File: src/rtl/xiyiji_pkg.sv
// Shared definitions for the washer front panel: mode codes seen by the
// controller and the panel session-state encodings.
package xiyiji_pkg;

   typedef enum logic [1:0] {
      M0 = 2'd0,
      M1 = 2'd1,
      M2 = 2'd2,
      M3 = 2'd3
   } mode_t;

   typedef enum logic [1:0] {
      PS_IDLE  = 2'd0,
      PS_ARMED = 2'd1,
      PS_RUN   = 2'd2,
      PS_HALT  = 2'd3
   } panel_state_t;

   // Mode rotation used by the select button; M0 is only ever a start point.
   function automatic mode_t next_mode(input mode_t m);
      case (m)
         M1:      return M2;
         M2:      return M3;
         default: return M1;
      endcase
   endfunction

endpackage

File: src/rtl/xiyiji_panel_if.sv
// Panel <-> board/controller signal bundle. The master side owns the raw
// buttons and the done alarm; the slave side is the panel conditioner.
interface xiyiji_panel_if;
   import xiyiji_pkg::*;

   logic         btn_select;
   logic         btn_start;
   logic         btn_emergency;
   logic         done;
   logic         sec_tick;
   logic         sec_clk;
   mode_t        mode;
   logic         start_lvl;
   logic         emergency_n;
   panel_state_t state;

   modport master (
      output btn_select, btn_start, btn_emergency, done,
      input  sec_tick, sec_clk, mode, start_lvl, emergency_n, state
   );

   modport slave (
      input  btn_select, btn_start, btn_emergency, done,
      output sec_tick, sec_clk, mode, start_lvl, emergency_n, state
   );

endinterface

File: src/rtl/xiyiji_panel_debounce.sv
// One button channel: 2-flop synchroniser, stability counter and a registered
// one-cycle press pulse on an accepted 1->0 (active-low press) transition.
module panel_debounce #(
   parameter int DEB_CYCLES = 1000000
) (
   input  logic clk,
   input  logic rst,
   input  logic raw_n,
   output logic level,
   output logic press
);

   localparam int CW = (DEB_CYCLES > 2) ? $clog2(DEB_CYCLES) : 1;
   localparam logic [CW-1:0] CNT_LAST = CW'(DEB_CYCLES - 1);

   logic          sync_p0, sync_p1;
   logic          stable, stable_d;
   logic [CW-1:0] cnt;

   // stage: synchroniser, then stability count against the accepted level
   always_ff @(posedge clk or negedge rst) begin
      if (!rst) begin
         sync_p0  <= 1'b1;
         sync_p1  <= 1'b1;
         stable   <= 1'b1;
         stable_d <= 1'b1;
         cnt      <= '0;
         press    <= 1'b0;
      end else begin
         sync_p0  <= raw_n;
         sync_p1  <= sync_p0;
         stable_d <= stable;
         press    <= stable_d & ~stable;
         if (sync_p1 != stable) begin
            if (cnt == CNT_LAST) begin
               stable <= sync_p1;
               cnt    <= '0;
            end else begin
               cnt <= cnt + 1'b1;
            end
         end else begin
            cnt <= '0;
         end
      end
   end

   assign level = stable;

endmodule

File: src/rtl/xiyiji_panel.sv
// Front-panel conditioner: debounced buttons, 1 Hz tick/clock divider and the
// session FSM that drives the controller's mode/start/emergency levels.
module xiyiji_panel
   import xiyiji_pkg::*;
#(
   parameter int DEB_CYCLES = 1000000,
   parameter int TICK_DIV   = 50000000
) (
   input  logic          clk,
   input  logic          rst,
   xiyiji_panel_if.slave p
);

   localparam int DW = $clog2(TICK_DIV);
   localparam logic [DW-1:0] DIV_LAST = DW'(TICK_DIV - 1);
   localparam logic [DW-1:0] DIV_HALF = DW'(TICK_DIV / 2 - 1);

   logic lvl_sel, lvl_start, lvl_emg;
   logic pr_sel, pr_start, pr_emg;
   logic levels_unused;

   panel_debounce #(.DEB_CYCLES(DEB_CYCLES)) u_deb_sel (
      .clk(clk), .rst(rst), .raw_n(p.btn_select), .level(lvl_sel), .press(pr_sel)
   );
   panel_debounce #(.DEB_CYCLES(DEB_CYCLES)) u_deb_start (
      .clk(clk), .rst(rst), .raw_n(p.btn_start), .level(lvl_start), .press(pr_start)
   );
   panel_debounce #(.DEB_CYCLES(DEB_CYCLES)) u_deb_emg (
      .clk(clk), .rst(rst), .raw_n(p.btn_emergency), .level(lvl_emg), .press(pr_emg)
   );

   // Only press events drive the session; the held levels are not needed here.
   assign levels_unused = ^{lvl_sel, lvl_start, lvl_emg};

   logic [DW-1:0] div_cnt;
   logic          tick_q, sclk_q;

   // stage: free-running second divider, independent of the session FSM
   always_ff @(posedge clk or negedge rst) begin
      if (!rst) begin
         div_cnt <= '0;
         tick_q  <= 1'b0;
         sclk_q  <= 1'b0;
      end else begin
         div_cnt <= (div_cnt == DIV_LAST) ? '0 : div_cnt + 1'b1;
         tick_q  <= (div_cnt == DIV_LAST);
         if ((div_cnt == DIV_LAST) || (div_cnt == DIV_HALF))
            sclk_q <= ~sclk_q;
      end
   end

   panel_state_t state_q, state_d;
   mode_t        mode_q, mode_d;
   logic         start_q, start_d;
   logic         emg_n_q, emg_n_d;

   // stage: session FSM register
   always_ff @(posedge clk or negedge rst) begin
      if (!rst) begin
         state_q <= PS_IDLE;
         mode_q  <= M0;
         start_q <= 1'b0;
         emg_n_q <= 1'b1;
      end else begin
         state_q <= state_d;
         mode_q  <= mode_d;
         start_q <= start_d;
         emg_n_q <= emg_n_d;
      end
   end

   always_comb begin
      state_d = state_q;
      mode_d  = mode_q;
      start_d = start_q;
      emg_n_d = emg_n_q;
      if (pr_emg) begin
         // Emergency overrides every other event arriving in the same cycle.
         if (state_q != PS_HALT) begin
            state_d = PS_HALT;
            start_d = 1'b0;
            emg_n_d = 1'b0;
         end
      end else begin
         case (state_q)
            PS_IDLE: begin
               if (pr_sel) begin
                  mode_d  = M1;
                  state_d = PS_ARMED;
               end
            end
            PS_ARMED: begin
               if (pr_start) begin
                  start_d = 1'b1;
                  state_d = PS_RUN;
               end else if (pr_sel) begin
                  mode_d = next_mode(mode_q);
               end
            end
            PS_RUN: begin
               if (p.done) begin
                  start_d = 1'b0;
                  state_d = PS_ARMED;
               end
            end
            PS_HALT: begin
               if (pr_start) begin
                  emg_n_d = 1'b1;
                  state_d = PS_ARMED;
               end
            end
            default: state_d = PS_IDLE;
         endcase
      end
   end

   assign p.sec_tick    = tick_q;
   assign p.sec_clk     = sclk_q;
   assign p.mode        = mode_q;
   assign p.start_lvl   = start_q;
   assign p.emergency_n = emg_n_q;
   assign p.state       = state_q;

endmodule

File: src/flat_wrapper.sv
// flat-port wrapper written by rule: the top's interface ports become plain ports
module xiyiji_panel_flat import xiyiji_pkg::*;
#(
   parameter int DEB_CYCLES = 1000000,
   parameter int TICK_DIV   = 50000000
)
  (clk, rst, p_btn_select, p_btn_start, p_btn_emergency, p_done, p_sec_tick, p_sec_clk, p_mode, p_start_lvl, p_emergency_n, p_state);
  xiyiji_panel_if p_i ();
  input  logic clk;
  input  logic rst;
  input wire logic [$bits(p_i.btn_select)-1:0] p_btn_select;
  input wire logic [$bits(p_i.btn_start)-1:0] p_btn_start;
  input wire logic [$bits(p_i.btn_emergency)-1:0] p_btn_emergency;
  input wire logic [$bits(p_i.done)-1:0] p_done;
  output wire logic [$bits(p_i.sec_tick)-1:0] p_sec_tick;
  output wire logic [$bits(p_i.sec_clk)-1:0] p_sec_clk;
  output wire logic [$bits(p_i.mode)-1:0] p_mode;
  output wire logic [$bits(p_i.start_lvl)-1:0] p_start_lvl;
  output wire logic [$bits(p_i.emergency_n)-1:0] p_emergency_n;
  output wire logic [$bits(p_i.state)-1:0] p_state;
  assign p_i.btn_select = p_btn_select;
  assign p_i.btn_start = p_btn_start;
  assign p_i.btn_emergency = p_btn_emergency;
  assign p_i.done = p_done;
  assign p_sec_tick = p_i.sec_tick;
  assign p_sec_clk = p_i.sec_clk;
  assign p_mode = p_i.mode;
  assign p_start_lvl = p_i.start_lvl;
  assign p_emergency_n = p_i.emergency_n;
  assign p_state = p_i.state;
  xiyiji_panel #(.DEB_CYCLES(DEB_CYCLES), .TICK_DIV(TICK_DIV)) u_core (.clk(clk), .rst(rst), .p(p_i));
endmodule
File: config.mk
export PLATFORM = sky130hd
export DESIGN_NAME = xiyiji_panel_flat
export DESIGN_NICKNAME = d
export VERILOG_FILES = /design/src/rtl/xiyiji_pkg.sv /design/src/rtl/xiyiji_panel_if.sv /design/src/rtl/xiyiji_panel_debounce.sv /design/src/rtl/xiyiji_panel.sv /design/src/flat_wrapper.sv
export SDC_FILE = /design/constraint.sdc
export NUM_CORES = 1
export LEC_CHECK = 0
export BUFFER_PORTS_ARGS = -buffer_cell sky130_fd_sc_hd__buf_2
export CORE_AREA = 2 2 70 139
export DETAILED_ROUTE_END_ITERATION = 8
export DIE_AREA = 0 0 72 141
export GPL_ROUTABILITY_DRIVEN = 0
export MAX_ROUTING_LAYER = met4
export PLACE_DENSITY = 0.75
export SYNTH_ARGS = -nofsm -noshare
export SYNTH_HDL_FRONTEND = slang
export SYNTH_SLANG_ARGS = --single-unit
File: constraint.sdc
create_clock -name clk -period 1.75 [get_ports clk]
set_input_delay 0.0875 -clock clk [delete_from_list [all_inputs] [get_ports clk]]
set_output_delay 0.0875 -clock clk [all_outputs]
set_load 0.005 [all_outputs]
==> flow_metrics.tcl <==
set metrics [dict create \
    worst_path_max_fanout 4 \
    number_of_antenna_violations_at_the_first_check_in_global_routing 0 \
    number_of_synthesized_register_bits 109 \
    io-pin-count 14 \
    start_util_pct 54.38 \
    peakVddDrop_uv 556.0 \
    post-route-period-util_pct 100.9 \
    netlist_instances 484 \
    routedWlPerCell_um 13.91 \
    ant_nets 0 \
    viasPerCell 5.465 \
    worstHoldStart "p_done" \
    dpl.cell_count 638 \
    max-clock-path-buffers 2 \
    power_frac_clock_pct 39.8 \
    swShare_pct 21.71 \
    rsz0062_at_grt "true" \
    fin_cells 663 \
    worstPathArrival_ns 2.03 \
    final.fill_count 694 \
    relSlewSlack_pct 70.40 \
    worst_clock_skew_ns 0.005147 \
    diodes 0 \
    design.die.area_um2 10150 \
    cap_violations 0 \
    crit-reg2reg-launch "u_core.div_cnt[13]$_DFF_PN0_" \
    worst-endpoint-required_ns 2.01 \
    synth.yosys.warnings 0 \
    final_common_cell "sky130_fd_sc_hd__dfrtp_1" \
    yosysSeqAreaShare_pct 54.87 \
    status "finished with violations" \
    period_needed_ns 1.765 \
    tns_ns -0.02555 \
    p_switching_mw 1.007 \
    layout_common_cells "96 x sky130_fd_sc_hd__dfrtp_1, 87 x sky130_fd_sc_hd__nor2_1, 49 x sky130_fd_sc_hd__buf_4, 44 x sky130_fd_sc_hd__xor2_1, 34 x sky130_fd_sc_hd__nand2_1" \
    layout-drive-gt1-share_pct 21.82 \
    place_hpwl_um 6231 \
    seqPwrFrac_pct 55.8 \
    rows 50 \
    crit_path_start_kind "flop" \
    area_overhead_vs_synth_pct 19.99 \
    gr-total-overflow 0 \
    timing.final.max_slew_violations 0 \
    num-nets-final 567 \
    x_dimension_of_the_die_um 72 \
    synthArstFlopShare_pct 100.0 \
    intPower_mw 3.631 \
    clk_pin_slew_worst_paths_ns 0.07 \
    post_synth_num_cell_types 43 \
    fin_util_pct 65.25 \
    violations "setup timing" \
    synth_net_count 496 \
    finalHoldViolCount 0 \
    globalRouteTotalUtil_pct 20.39 \
    cts_max_level 3 \
    buffer_ports.inserted 13 \
    combPwrFrac_pct 4.4 \
    detailedRoute.firstIterationViolations 196 \
    routed-via-count 3623 \
    setup_viol_count_final 2 \
    min-delay-path-class "in2reg" \
    power.leakage_nw 2.653 \
    worst_slack_ns -0.01531 \
    total_power_mw 4.638 \
    timing.hold.ws_ns 0.1325 \
    dr.pass1.iters 4 \
    worst_slack_after_detailed_placement_ns -0.01988 \
    cts.root.buffer_cell "sky130_fd_sc_hd__clkbuf_16" \
    grt_start_max_net_pins 41 \
    critPathCaptureType "flop" \
    grt_pass1_vias 3614 \
    detailed_route_wire_length_um 9220 \
    critPathKind "reg2reg" \
    cts_tree "yes" \
    total_cts_buffers 9 \
    placed_cell_areas_um2 5569 \
    yosys_most_used_dff "sky130_fd_sc_hd__dfrtp_1" \
    achievable-frequency_mhz 566.5 \
    die_h_um 141 \
    grt_first_pass_wirelength_um 16110 \
    synth_enable_flop_cells 0 \
    cts.sink_count 109 \
    tightestPinTransition_ns 0.4440 \
    layout.cell_area.non_filler_um2 6001 \
    core-area_um2 9196 \
    power.density_cell_area_nw_per_um2 772.9 \
    clock_latency_ns 0.34 \
    netlist_area_um2 5001 \
    crit_path_start "u_core.div_cnt[13]$_DFF_PN0_" \
    drc 0 \
    synthesis.area_per_instance_um2 10.33 \
]
[flip-flops by register name, indices dropped and copies added, names as in the netlist, 2 cells and up]
signal,cells
u_core.u_deb_emg.cnt,20
u_core.div_cnt,26
u_core.u_deb_sel.cnt,20
u_core.p.state,2
u_core.p.mode,2
u_core.u_deb_start.cnt,20
[area by class of cell]
class	instances	area (µm²)	area share, %
clock buffer	11	242.7	4.045
clock inverter	4	25.02	0.4170
timing repair buffer	70	568.0	9.466
tap	104	130.1	2.168
multi-input combinational	355	2253	37.55
sequential	109	2744	45.73
inverter	10	37.54	0.6255
[final timing paths]
path	endpoint	slack, ns	cells past startpoint
setup / recovery	u_core.p.sec_clk$_DFFE_PN0P_	-0.02	5
hold / removal	u_core.p.state[1]$_DFFE_PN0P_	0.13	4
setup reg to reg	u_core.p.sec_clk$_DFFE_PN0P_	-0.02	5
hold reg to reg	u_core.u_deb_start.sync_p1$_DFF_PN1_	0.36	0
max in group asynchronous	u_core.u_deb_sel.sync_p1$_DFF_PN1_	0.89	3
min in group asynchronous	u_core.u_deb_emg.cnt[16]$_DFF_PN0_	0.23	2
[critical path: stages, from the launching register on]
cell and delay [ns]:
sky130_fd_sc_hd__dfrtp_1 0.40, sky130_fd_sc_hd__nand4_1 0.16, sky130_fd_sc_hd__or2_4 0.29, sky130_fd_sc_hd__or4_4 0.52, sky130_fd_sc_hd__o21ai_2 0.16, sky130_fd_sc_hd__xor2_1 0.15
[what timing repair did]
| item | in CTS | in global routing |
|---|---|---|
| endpoints found under the setup margin | 8 | 60 |
| gates resized for setup | 1 | 17 |
| cloned | 0 | 0 |
| hold buffers | 4 | 0 |
| hold endpoints to repair | 29 | 0 |
| buffers inserted | 2 | 4 |
| pin swaps | 2 | 9 |
[synth_stat cells (6+ instances only)]
master | count | area share [%]
sky130_fd_sc_hd__nand3_1 | 32 | 3.2
sky130_fd_sc_hd__nand4_1 | 23 | 2.9
sky130_fd_sc_hd__xnor2_1 | 32 | 5.6
sky130_fd_sc_hd__dfstp_2 | 13 | 6.8
sky130_fd_sc_hd__dfrtp_1 | 96 | 48
sky130_fd_sc_hd__ha_1 | 6 | 1.5
sky130_fd_sc_hd__inv_1 | 10 | 0.75
sky130_fd_sc_hd__nor4_1 | 14 | 1.8
sky130_fd_sc_hd__nand2_1 | 34 | 2.6
sky130_fd_sc_hd__and4_1 | 7 | 1.2
sky130_fd_sc_hd__o21ai_0 | 8 | 0.80
sky130_fd_sc_hd__xor2_1 | 44 | 7.7
sky130_fd_sc_hd__nor2_1 | 87 | 6.5
sky130_fd_sc_hd__and3_1 | 11 | 1.4
sky130_fd_sc_hd__buf_2 | 6 | 0.60
sky130_fd_sc_hd__nor3_1 | 8 | 0.80
[per-layer routing]
layer / track usage, % / share of wire, % / vias up
met5: - / 0 / -
met4: 8.242 / 1.6 / 0
met3: 3.431 / 2.4 / 12
met2: 31.48 / 50 / 47
met1: 26.74 / 46 / 1756
li1: - / - / 1808
[kinds of logic after synthesis]
kind of cell	Yosys count	synth area share, %
flip-flops	109	54.87
buffers and inverters	20	1.726
XOR/XNOR	76	13.31
AO/OA/AOI/OAI	23	2.827
adder cells (fa/ha/maj)	6	1.501
multiplexers	4	0.8756
AND/OR/NAND/NOR	246	24.89
[power by group through the flow]
stage	logic (mW)	registers [mW]	clock network (mW)
after floorplan	0.0849	2.63	0
after global placement	0.199	2.63	0
after detailed placement	0.202	2.64	0
after CTS	0.209	2.59	1.90
after global routing	0.239	2.59	1.98
final	0.204	2.59	1.85
Power figures use the tool's default switching activity.
